--- src/rtl/move_collector_if.sv ---
// Handshake bundle between one column's square units, the move collector and the search controller.
// The master side drives squares/controller inputs; the slave side is the collector itself.
interface move_collector_if #(
    parameter int AW = 4
);
    logic          start;
    logic [7:0]    sq_valid;
    logic [143:0]  sq_move;
    logic [7:0]    sq_hold;
    logic          col_done;
    logic          mv_valid;
    logic [17:0]   mv_data;
    logic          mv_ready;
    logic [AW:0]   count;
    logic          done;

    modport master (
        output start, sq_valid, sq_move, col_done, mv_ready,
        input  sq_hold, mv_valid, mv_data, count, done
    );

    modport slave (
        input  start, sq_valid, sq_move, col_done, mv_ready,
        output sq_hold, mv_valid, mv_data, count, done
    );
endinterface

--- src/rtl/move_collector.sv ---
// Collects move records from the eight squares of a column and buffers them for the controller.
// Define MOVE_COLLECTOR_MVVLVA_EN to hand out the best MVV-LVA scored move first instead of FIFO order.
module move_collector #(
    parameter int DEPTH = 16,
    parameter int AW    = 4
) (
    input  logic            clk,
    input  logic            reset,
    move_collector_if.slave bus
);
    localparam logic [AW:0] FULL = (AW+1)'(DEPTH);

    logic [7:0]  winOneHot;
    logic [17:0] pushData;
    logic        full, pushEn, popEn;
    logic [AW:0] count_q, count_d;
    logic        mvValid_q, mvValid_d;
    logic [17:0] mvData_q, mvData_d;

    // Fixed priority: scanning downwards leaves the lowest valid square as the winner.
    always_comb begin
        winOneHot = '0;
        pushData  = '0;
        for (int i = 7; i >= 0; i--) begin
            if (bus.sq_valid[i]) begin
                winOneHot = 8'b1 << i;
                pushData  = bus.sq_move[18*i +: 18];
            end
        end
    end

    assign full   = (count_q == FULL);
    assign pushEn = (|bus.sq_valid) && !full && !bus.start;
    assign popEn  = mvValid_q && bus.mv_ready && !bus.start;

    always_comb begin
        if (bus.start)
            bus.sq_hold = '0;
        else if (full)
            bus.sq_hold = bus.sq_valid;
        else
            bus.sq_hold = bus.sq_valid & ~winOneHot;
    end

    assign count_d  = bus.start ? '0 : count_q + (AW+1)'(pushEn) - (AW+1)'(popEn);
    assign bus.count    = count_q;
    assign bus.mv_valid = mvValid_q;
    assign bus.mv_data  = mvData_q;
    assign bus.done     = bus.col_done && (count_q == '0) && (bus.sq_valid == '0);

`ifdef MOVE_COLLECTOR_MVVLVA_EN
    logic [17:0]      slotData [DEPTH];
    logic [DEPTH-1:0] slotValid_q, slotValid_d;
    logic [AW-1:0]    sel_q, sel_d, freeIdx, bestIdx;
    logic [5:0]       bestScore;
    logic             bestFound;

    function automatic logic [5:0] scoreOf(input logic [17:0] m);
        logic [2:0] att, vic;
        att = (m[5:3] == 3'd7) ? 3'd0 : m[5:3];
        vic = (m[2:0] == 3'd7) ? 3'd0 : m[2:0];
        return {vic, 3'd7 - att};
    endfunction

    // The slot being popped is excluded so the registered selection never re-presents it.
    always_comb begin
        freeIdx = '0;
        for (int i = DEPTH-1; i >= 0; i--) begin
            if (!slotValid_q[i]) freeIdx = AW'(i);
        end
        slotValid_d = slotValid_q;
        if (popEn)  slotValid_d[sel_q]   = 1'b0;
        if (pushEn) slotValid_d[freeIdx] = 1'b1;
        if (bus.start) slotValid_d = '0;

        bestFound = 1'b0;
        bestIdx   = '0;
        bestScore = '0;
        for (int i = 0; i < DEPTH; i++) begin
            if (slotValid_q[i] && !(popEn && sel_q == AW'(i)) &&
                (!bestFound || scoreOf(slotData[i]) > bestScore)) begin
                bestFound = 1'b1;
                bestIdx   = AW'(i);
                bestScore = scoreOf(slotData[i]);
            end
        end
        sel_d     = bestFound ? bestIdx : sel_q;
        mvValid_d = bestFound && !bus.start;
        mvData_d  = (bestFound && !bus.start) ? slotData[bestIdx] : mvData_q;
    end

    always_ff @(posedge clk) begin
        if (pushEn) slotData[freeIdx] <= pushData;
    end

    always_ff @(posedge clk or posedge reset) begin
        if (reset) begin
            slotValid_q <= '0;
            sel_q       <= '0;
        end else begin
            slotValid_q <= slotValid_d;
            sel_q       <= sel_d;
        end
    end
`else
    logic [17:0]   mem [DEPTH];
    logic [AW-1:0] wrPtr_q, wrPtr_d, rdPtr_q, rdPtr_d;

    // Head register is refilled from the next read slot, or from the incoming move when it lands there.
    always_comb begin
        wrPtr_d   = wrPtr_q;
        rdPtr_d   = rdPtr_q;
        mvValid_d = mvValid_q;
        mvData_d  = mvData_q;
        if (bus.start) begin
            wrPtr_d   = '0;
            rdPtr_d   = '0;
            mvValid_d = 1'b0;
        end else begin
            if (pushEn) wrPtr_d = wrPtr_q + AW'(1);
            if (popEn)  rdPtr_d = rdPtr_q + AW'(1);
            mvValid_d = (count_d != '0);
            if (count_d != '0)
                mvData_d = (pushEn && wrPtr_q == rdPtr_d) ? pushData : mem[rdPtr_d];
        end
    end

    always_ff @(posedge clk) begin
        if (pushEn) mem[wrPtr_q] <= pushData;
    end

    always_ff @(posedge clk or posedge reset) begin
        if (reset) begin
            wrPtr_q <= '0;
            rdPtr_q <= '0;
        end else begin
            wrPtr_q <= wrPtr_d;
            rdPtr_q <= rdPtr_d;
        end
    end
`endif

    always_ff @(posedge clk or posedge reset) begin
        if (reset) begin
            count_q   <= '0;
            mvValid_q <= 1'b0;
            mvData_q  <= '0;
        end else begin
            count_q   <= count_d;
            mvValid_q <= mvValid_d;
            mvData_q  <= mvData_d;
        end
    end
endmodule

--- src/flat_wrapper.sv ---
// flat-port wrapper written by rule: the top's interface ports become plain ports
module move_collector_flat 
#(
    parameter int DEPTH = 16,
    parameter int AW    = 4
)
  (clk, reset, bus_start, bus_sq_valid, bus_sq_move, bus_col_done, bus_mv_ready, bus_sq_hold, bus_mv_valid, bus_mv_data, bus_count, bus_done);
  move_collector_if #(.AW(AW)) bus_i ();
  input  logic clk;
  input  logic reset;
  input wire logic [$bits(bus_i.start)-1:0] bus_start;
  input wire logic [$bits(bus_i.sq_valid)-1:0] bus_sq_valid;
  input wire logic [$bits(bus_i.sq_move)-1:0] bus_sq_move;
  input wire logic [$bits(bus_i.col_done)-1:0] bus_col_done;
  input wire logic [$bits(bus_i.mv_ready)-1:0] bus_mv_ready;
  output wire logic [$bits(bus_i.sq_hold)-1:0] bus_sq_hold;
  output wire logic [$bits(bus_i.mv_valid)-1:0] bus_mv_valid;
  output wire logic [$bits(bus_i.mv_data)-1:0] bus_mv_data;
  output wire logic [$bits(bus_i.count)-1:0] bus_count;
  output wire logic [$bits(bus_i.done)-1:0] bus_done;
  assign bus_i.start = bus_start;
  assign bus_i.sq_valid = bus_sq_valid;
  assign bus_i.sq_move = bus_sq_move;
  assign bus_i.col_done = bus_col_done;
  assign bus_i.mv_ready = bus_mv_ready;
  assign bus_sq_hold = bus_i.sq_hold;
  assign bus_mv_valid = bus_i.mv_valid;
  assign bus_mv_data = bus_i.mv_data;
  assign bus_count = bus_i.count;
  assign bus_done = bus_i.done;
  move_collector #(.DEPTH(DEPTH), .AW(AW)) u_core (.clk(clk), .reset(reset), .bus(bus_i));
endmodule
--- config.mk ---
export PLATFORM = sky130hd
export DESIGN_NAME = move_collector_flat
export DESIGN_NICKNAME = d
export VERILOG_FILES = /design/src/rtl/move_collector_if.sv /design/src/rtl/move_collector.sv /design/src/flat_wrapper.sv
export SDC_FILE = /design/constraint.sdc
export NUM_CORES = 1
export LEC_CHECK = 0
export CORE_ASPECT_RATIO = 0.75
export CORE_MARGIN = 8
export CORE_UTILIZATION = 60
export CTS_CLUSTER_SIZE = 25
export DETAILED_ROUTE_END_ITERATION = 10
export PLACE_DENSITY_LB_ADDON = 0.2
export SYNTH_ARGS = -nofsm -noshare
export SYNTH_HDL_FRONTEND = slang
export SYNTH_SLANG_ARGS = --single-unit
--- constraint.sdc ---
create_clock -name clk -period 5.61 [get_ports clk]
set_input_delay 1.4025 -clock clk [delete_from_list [all_inputs] [get_ports clk]]
set_output_delay 1.4025 -clock clk [all_outputs]
set_load 0.02 [all_outputs]
==> out/metrics.cfg, run 1 <==
[global_routing]
grt_max_degree=67
grt_pass1_vias=11890
grt_use_total=0.2834
grt_first_pass_wirelength_um=69850
grt.overflow.total=0
antenna_found_initial=0

[floorplanning]
core-area_mm2=0.02674
design.die.area_mm2=0.03245
ios=190
die_x_um=205.4
initial_core_util=0.6034
die_h_um=158.0
rows=52

[sta]
period_minus_slack_ns=4.856
worst_pin_slew_ns=1.151
setup_violations=0
hold_ws_ns=0.6000
finalHoldViolCount=0
fin_crit_sh=0.8657
skew_ns=0.01598
maxSlewHeadroom=0.2308
fin_setup_tns_ns=0
grt_setup_unrepaired=no
fmaxAchievable_mhz=205.9
drv_slew=0

[power_and_ir_drop]
power_frac_clock=0.297
internal_power_w=0.005010
p_leak_nw=6.332
switchingPower_w=0.002272
combPwrFrac=0.285
p_total_w=0.007282
swShare=0.3121
vdd_drop_max_v=0.0002896
powerDensity_mw_per_mm2=380.2
p_seq_frac=0.418

[clock_network]
cts.reportedPaths.clkPinSlew_ns=0.06
cts_tree=yes
cts_resized=0
root_buffer=clkbuf_16
cts_made_buffers=34
clock_latency_ns=0.51
cts_buffer_depth=3
htree_levels=2
hold_buffers=0
cts_sinks=320
post_cts_buffers=0

[synth]
syn-instance-count=1235
synth_xor_area_frac=0.009073
synthDominantCellAreaShare=0.5360
synth_mux_area_frac=0.09437
synth_fa_ha_area_frac=0.009770
yosys.area_share.simple=0.09499
async_flop_share=0.1000
yosys-top-cells-area=edfxtp_1 54%, mux2i_1 8.6%, dfrtp_1 5.0%
yosysMostFrequentCell=edfxtp_1
syn-num-nets=1404
ys.flop_type=edfxtp_1
syn_area_per_cell_um2=13.07
syn_area_mm2=0.01614
yosys-top-cells-count=288 x edfxtp_1, 149 x nor2_1, 139 x mux2i_1, 46 x a221oi_1, 44 x a211oi_1
synthDistinctLibCells=83
ys_ff_latch=320
synth_top_cell_by_area=edfxtp_1
synth_warnings=0
synth_compound_area_frac=0.1579
synth_edf_count=288
synth_top_family_by_area=compound AO/OA/AOI/OAI gates
ys_seq_area_frac=0.5856

[critical_path]
max_stage_delay_ns=0.56
critPathArrivalTime_ns=3.45
start_kind=input pin
critPathMaxFanout=39
path_cells=clkdlybuf4s50_1 -> buf_4 -> or4_1 -> and3_1 -> clkdlybuf4s50_1
cp-end-kind=primary output
path_class=in -> out
worst_ep_required_time_ns=4.21
critPathSlowestCell=clkdlybuf4s50_1
crit_path_frequent_cell=clkdlybuf4s50_1

[flow_run]
max_cap_violations=0

[drt]
wl_um=46430
viasPerCell=6.650
dr_total_vias=11760
final_antenna_net_count=0
drtIter0Drc=1228
drt-pass1-iter-count=7
avgRoutedWirePerCell_um=26.25
drcViolationCount=0

[layout]
fillers=1818
layoutNonFillerInstCount=1769
n_antenna_cell=0
fin_util=0.7162
layout-drive-gt1-share=0.09168
final_nets=1562
area_delta_synth_final_pct=18.70

[place]
place.gp.congestion=0.8983
io_buffers=189
placed_cells=1708
hpwl_um=30880

[min_path]
hold_class=reg -> reg

[run_status]
status=complete, no violations

cell usage in the layout, fill, tap and decap left out, drive strengths merged, types with 22 or more instances in the layout:
cell / instances
o22ai: 40
nor4: 35
edfxtp: 288
a221oi: 46
nor3: 26
dfrtp: 32
a211oi: 44
nor2: 150
clkbuf: 52
clkdlybuf4s50: 189
o221ai: 22
mux2i: 140
buf: 37
nor2b: 23
a21oi: 23
power groups by stage:
stage                     sequential [W]  clock [W]  combinational [W]
after floorplan                  0.00311          0            0.00131
after global placement           0.00308          0            0.00198
after detailed placement         0.00309          0            0.00204
after CTS                        0.00304    0.00218            0.00206
after global routing             0.00306    0.00227            0.00221
final                            0.00304    0.00216            0.00208
path summary, 6_finish.rpt:
path	startpoint	to	slack, ns	cells past startpoint
worst max-delay path	bus_sq_valid[1]	bus_sq_hold[3]	0.75	5
worst min-delay path	u_core.bus.mv_data[4]	u_core.bus.mv_data[4]	0.60	2
worst max register to register	u_core.bus.count[3]	u_core.bus.mv_data[17]	1.83	14
worst min register to register	u_core.bus.mv_data[4]	u_core.bus.mv_data[4]	0.60	2
max in group asynchronous	reset	u_core.rdPtr_q[0]	3.97	3
min in group asynchronous	reset	u_core.bus.count[2]	1.29	3
state kept, by name, summed over array words and instances, names as in the netlist:
register	flops
u_core.mem	288
u_core.rdPtr_q	4
u_core.bus.count	5
u_core.bus.mv_valid	1
u_core.bus.mv_data	18
u_core.wrPtr_q	4
area by class of cell:
class                           count  area [µm²]  area share
Clock buffer                       52        1012     0.05285
Timing Repair Buffer              226        2170      0.1133
Clock inverter                      9       66.31    0.003462
Inverter                           19       73.82    0.003854
Sequential cell                   320        9454      0.4936
Multi-Input combinational cell    792        5937      0.3100
Tap cell                          351       439.2     0.02293
cell families after synthesis:
| family | Yosys count |
|---|---|
| flops | 320 |
| fa+ha+maj | 12 |
| compound gates | 318 |
| mux | 149 |
| buf+inv | 123 |
| simple gates | 298 |
| xor+xnor | 15 |
metrics by stage:
step / cell area [µm²] / setup WS (ns)
floorplan: 16140 / 1.168
CTS: 19150 / 0.7521
detailed placement: 18070 / 0.5656
global placement: 18070 / 0.6990
global route: 19150 / 0.6108
finish: 19150 / 0.7537
per-layer routing:
| layer | GRT usage | up-vias | part of all wire |
|---|---|---|---|
| li1 | - | 5260 | - |
| met1 | 0.3605 | 5755 | 0.39 |
| met2 | 0.4599 | 668 | 0.47 |
| met3 | 0.07587 | 81 | 0.11 |
| met4 | 0.1118 | 0 | 0.034 |
| met5 | 0 | - | 0 |
critical path: cells and delay by family:
kind | cells | cell delay, ns
buf+inv | 3 | 1.29
simple gates | 2 | 0.75
No activity file was read; power rests on OpenSTA's default activity.
==> run 2, diff against run 1 <==
- CORE_UTILIZATION: 60 -> 30
- HOLD_SLACK_MARGIN: unset -> 0.06
- clock period: 5.61 -> 5.71 ns (I/O delays scaled with it)
==> out/metrics.cfg, run 2 (synthesis gave the netlist of run 1 again) <==
[run_status]
status=complete, no violations

[clock_network]
htree_levels=2  ; unchanged
cts_buffer_depth=3  ; unchanged
cts_made_buffers=35  ; +2.9%
cts.reportedPaths.clkPinSlew_ns=0.06  ; about the same
hold_buffers=0  ; unchanged
cts_sinks=320  ; unchanged
post_cts_buffers=0  ; unchanged
cts_tree=yes
cts_resized=0  ; unchanged
root_buffer=clkbuf_16
clock_latency_ns=0.53  ; +0.02 ns

[sta]
maxSlewHeadroom=0.1444  ; -0.08647
drv_slew=0  ; unchanged
fin_setup_tns_ns=0  ; unchanged
worst_pin_slew_ns=1.283  ; +0.1321 ns
grt_setup_unrepaired=no
finalHoldViolCount=0  ; unchanged
fmaxAchievable_mhz=192.1
skew_ns=0.01822  ; +0.002241 ns
hold_ws_ns=0.6106  ; +0.01058 ns
fin_crit_sh=0.9118
period_minus_slack_ns=5.207
setup_violations=0  ; unchanged

[critical_path]
crit_start=bus_sq_valid[7]
r2r_setup_slack_ns=1.95  ; +0.12 ns
reg2reg_from=u_core.bus.count[3]
critPathMaxFanout=3  ; -92%
critPathCapture=bus_done
worst_ep_required_time_ns=4.28  ; +0.07 ns
path_class=in -> out
timing.rr.end=u_core.bus.mv_data[7]
cp-end-kind=primary output
critPathArrivalTime_ns=3.78  ; +0.33 ns
r2r_cells=14  ; unchanged
start_kind=input pin

[place]
placed_cells=2080  ; +22%
place.gp.congestion=0.8531  ; -5.0%
io_buffers=189  ; unchanged
hpwl_um=34900  ; +13%

[power_and_ir_drop]
p_leak_nw=6.404  ; +1.1%
vdd_drop_max_v=0.0002044  ; -29%
p_total_w=0.007281  ; about the same
powerDensity_mw_per_mm2=369.6  ; -2.8%

[drt]
viasPerCell=5.423  ; -18%
dr_total_vias=11610  ; -1.3%
avgRoutedWirePerCell_um=24.59  ; -6.3%
drt-pass1-iter-count=5  ; -2
final_antenna_net_count=0  ; unchanged
drcViolationCount=0  ; unchanged
drtIter0Drc=906  ; -26%
wl_um=52640  ; +13%

[min_path]
hold_class=reg -> reg

[floorplanning]
rows=73  ; +40%
design.die.area_mm2=0.06154  ; +90%
initial_core_util=0.3041  ; -0.2993
die_x_um=283.8  ; +38%
ios=190  ; unchanged
die_h_um=216.8  ; +37%
core-area_mm2=0.05307  ; +98%

[global_routing]
grt_pass1_vias=11980  ; +0.80%
grt_use_total=0.1646  ; -0.1188
grt_max_degree=66  ; -1.5%
grt_first_pass_wirelength_um=78150  ; +12%
antenna_found_initial=0  ; unchanged
grt.overflow.total=0  ; unchanged

[flow_run]
max_cap_violations=0  ; unchanged

[layout]
n_antenna_cell=0  ; unchanged
final_nets=1574  ; +0.77%
layoutNonFillerInstCount=2141  ; +21%
layout-drive-gt1-share=0.1043  ; +0.01259
largest_reg_flops=288  ; unchanged
fillers=5027  ; +180%
seqCellArea_mm2=0.009454  ; unchanged
multi_input_area_mm2=0.005937  ; unchanged
area_delta_synth_final_pct=22.08
final_cell_mix=288 x edfxtp_1, 189 x clkdlybuf4s50_1, 145 x nor2_1, 139 x mux2i_1, 48 x buf_4
final_common_cell=edfxtp_1
top_register=u_core.mem

==> run 2: changes by cell type in the layout (fill, tap and decap cells not counted), moves of 2 or more <==
cell       delta
bufinv_16     +2
clkinv_2      +6
buf_4        +11
clkbuf_8      -2
inv_6         +2
clkbuf_16     -2
clkbuf_1      -7
==> run 2: cell type report <==
type                    instances  share of cell area
flip-flops and latches        320              0.4799
multi-input cells             792              0.3014
repair buffers                237              0.1143
clock buffers                  41             0.04611
well taps                     712             0.04522
clock inverters                20            0.009273
inverters                      19            0.003747
==> run 2: worst max-delay path, stage by stage <==
cell and delay (ns):
clkdlybuf4s50_1 0.56, nor4_2 0.86, and4_1 0.33, clkdlybuf4s50_1 0.61
==> run 2: worst min-delay path by stage <==
stage	end	depth (start not counted)	start	slack, ns
after CTS	u_core.bus.mv_data[3]	2	u_core.bus.mv_data[3]	0.62
after global routing	u_core.bus.mv_data[7]	2	u_core.bus.mv_data[7]	0.65
after floorplan	u_core.wrPtr_q[0]	2	u_core.wrPtr_q[0]	0.61
after detailed placement	u_core.bus.mv_data[3]	2	u_core.bus.mv_data[3]	0.62
after global placement	u_core.bus.mv_data[6]	2	u_core.bus.mv_data[6]	0.61
final	u_core.bus.mv_data[3]	2	u_core.bus.mv_data[3]	0.61
==> run 2: stage by stage <==
step / instance area (µm²) / util / setup slack (ns)
global route: 19700 / 0.3712 / 0.4584
finish: 19700 / 0.3712 / 0.5035
CTS: 19700 / 0.3712 / 0.4284
floorplan: 16140 / - / 1.243
detailed placement: 18610 / 0.3506 / 0.2684
global placement: 18610 / 0.3506 / 0.3421
==> run 2: metal layers <==
layer  GRT usage  up-vias  part of all wire  routed length (µm)
li1            -     5268                 -                   -
met1      0.2289     5833              0.46               24250
met2      0.2564      443              0.44               23200
met3     0.03758       66             0.075                3939
met4     0.04591        0             0.024                1249
met5           0        -                 0                   0
==> run 2: where the power goes <==
group	switching, W	internal, W
sequential	0.000169	0.00282
clock	0.000926	0.00128
combinational	0.00125	0.000842
==> run 3, diff against run 2 <==
- CELL_PAD_IN_SITES_DETAIL_PLACEMENT: unset -> 1
- CELL_PAD_IN_SITES_GLOBAL_PLACEMENT: unset -> 1
==> out/metrics.cfg, run 3 (synthesis gave the netlist of run 1 again) <==
[run_status]
status=complete, no violations

[critical_path]
worst_ep_required_time_ns=4.28  ; about the same
path_cells=clkdlybuf4s50_1 -> nor4_4 -> nand2b_1 -> o311a_1 -> clkdlybuf4s50_1
cp-end-kind=primary output
max_stage_delay_ns=0.54  ; -0.32 ns
cp_num_buf_inv=2  ; unchanged
critPathMaxFanout=4  ; +1
critPathArrivalTime_ns=3.48  ; -0.30 ns
path_class=in -> out
worst-path-stages=5  ; +1
r2r_cells=14  ; unchanged
critPathTopFamily=buffers and inverters
crit_path_frequent_cell=clkdlybuf4s50_1
critPathSlowestCell=clkdlybuf4s50_1
start_kind=input pin

[floorplanning]
ios=190  ; unchanged
die_h_um=216.8  ; unchanged
design.die.area_mm2=0.06154  ; unchanged
rows=73  ; unchanged
die_x_um=283.8  ; unchanged
core-area_mm2=0.05307  ; unchanged
initial_core_util=0.3041  ; unchanged

[layout]
n_antenna_cell=0  ; unchanged
top_register=u_core.mem
final_nets=1573  ; -0.064%
layout-drive-gt1-share=0.1006  ; -0.003640
largest_reg_flops=288  ; unchanged
final_cell_mix=288 x edfxtp_1, 189 x clkdlybuf4s50_1, 145 x nor2_1, 139 x mux2i_1
final_common_cell=edfxtp_1
area_delta_synth_final_pct=22.39
stdcell_area_mm2=0.01975  ; +0.25%
layoutNonFillerInstCount=2143  ; +0.093%

[global_routing]
grt_pass1_vias=12530  ; +4.6%
grt_max_degree=61  ; -7.6%
antenna_found_initial=0  ; unchanged
use_met2=0.2780  ; +0.02165
busiest_layer=met2
grt_first_pass_wirelength_um=81130  ; +3.8%
grt_use_total=0.1705  ; +0.005851
gr-usage-met1=0.2267  ; -0.002209
grt_util_met3=0.04529  ; +0.007704
grt.overflow.total=0  ; unchanged

[clock_network]
root_buffer=clkbuf_16
cts_buffer_depth=3  ; unchanged
post_cts_buffers=0  ; unchanged
cts_made_buffers=36  ; +2.9%
cts_tree=yes
htree_levels=2  ; unchanged
clock_latency_ns=0.53  ; about the same
cts_sinks=320  ; unchanged
hold_buffers=0  ; unchanged
cts_resized=0  ; unchanged
cts.reportedPaths.clkPinSlew_ns=0.06  ; about the same

[power_and_ir_drop]
powerDensity_mw_per_mm2=375.5  ; +1.6%
power_frac_clock=0.309  ; +0.006
p_leak_nw=6.402  ; about the same
combPwrFrac=0.286  ; -0.002
internal_power_w=0.005045  ; +2.2%
vdd_drop_max_v=0.0002011  ; -1.7%
swShare=0.3197  ; -0.002538
switchingPower_w=0.002371  ; +1.0%
p_seq_frac=0.405  ; -0.005

[sta]
fin_crit_sh=0.8587  ; -0.05314
skew_ns=0.01717  ; -0.001045 ns
period_minus_slack_ns=4.903  ; -0.3035 ns
hold_ws_ns=0.6078  ; -0.002830 ns
grt_setup_unrepaired=no
setup_violations=0  ; unchanged
fmaxAchievable_mhz=204.0  ; +6.2%
finalHoldViolCount=0  ; unchanged
fin_setup_tns_ns=0  ; unchanged
finalWorstSetupSlack_ns=0.8069  ; +0.3035 ns
worst_pin_slew_ns=1.150  ; -0.1335 ns
maxSlewHeadroom=0.2334  ; +0.08900
drv_slew=0  ; unchanged

[drt]
avgRoutedWirePerCell_um=25.42  ; +3.4%
drtIter0Drc=704  ; -22%
drt-pass1-iter-count=5  ; unchanged
drcViolationCount=0  ; unchanged
final_antenna_net_count=0  ; unchanged
dr_total_vias=11600  ; -0.052%
wl_um=54470  ; +3.5%
viasPerCell=5.415  ; -0.14%

[place]
io_buffers=189  ; unchanged
place_ws_ns=0.5033  ; +0.2349 ns
hpwl_um=36530  ; +4.7%
placed_cells=2078  ; -0.096%
place_area_mm2=0.01859  ; about the same
place.gp.congestion=0.8286  ; -2.9%

[min_path]
hold_class=reg -> reg
min_path_cells=2  ; unchanged

[flow_run]
max_cap_violations=0  ; unchanged

-- run 3: cell count changes in the layout (fill, tap and decap cells not counted), sizes merged --
cell | previous run | this run
buf | 48 | 46
bufinv | 3 | 4
clkbuf | 41 | 51
clkinv | 15 | 7
clkinvlp | 0 | 2
inv | 21 | 20
-- run 3: tightest hold or removal path, delay by kind of cell, from the launching register on --
family,cells,cell delay [ns]
AO/OA/AOI/OAI,2,0.17
flip-flops,1,0.40
-- run 3: metal layers --
metal	part of all wire	vias up
met5	0	-
met3	0.064	52
li1	-	5276
met2	0.45	329
met1	0.47	5947
met4	0.016	0
-- run 3: area by class of cell --
type | instances | area, µm²
Clock buffer | 51 | 978.4
Multi-Input combinational cell | 792 | 5937
Timing Repair Buffer | 235 | 2237
Inverter | 19 | 73.82
Clock inverter | 14 | 177.7
Tap cell | 712 | 890.9
Fill cell | 5513 | 33320
Sequential cell | 320 | 9454
-- run 3: path summary, 6_finish.rpt --
path / from / endpoint / slack (ns)
min: u_core.bus.mv_data[12] / u_core.bus.mv_data[12] / 0.61
min in group asynchronous: reset / u_core.bus.count[4] / 1.32
max: bus_sq_valid[1] / bus_sq_hold[7] / 0.81
max in group asynchronous: reset / u_core.rdPtr_q[0] / 4.00
max reg2reg: u_core.bus.count[3] / u_core.bus.mv_data[0] / 1.87
min reg2reg: u_core.bus.mv_data[12] / u_core.bus.mv_data[12] / 0.61
-- run 3: per-stage QoR --
| step | power (W) | util |
|---|---|---|
| 3_5_place_dp | 0.005186 | 0.3504 |
| 2_1_floorplan | 0.004337 | - |
| 3_3_place_gp | 0.005150 | 0.3504 |
| 5_1_grt | 0.007737 | 0.3722 |
| 4_1_cts | 0.007503 | 0.3722 |
| 6_report | 0.007416 | 0.3722 |
-- run 3: power groups by stage --
stage | combinational, W | clock (W) | sequential, W
after detailed placement | 0.00213 | 0 | 0.00306
final | 0.00212 | 0.00229 | 0.00300
after global routing | 0.00228 | 0.00243 | 0.00303
after floorplan | 0.00128 | 0 | 0.00305
after CTS | 0.00214 | 0.00236 | 0.00301
after global placement | 0.00210 | 0 | 0.00305
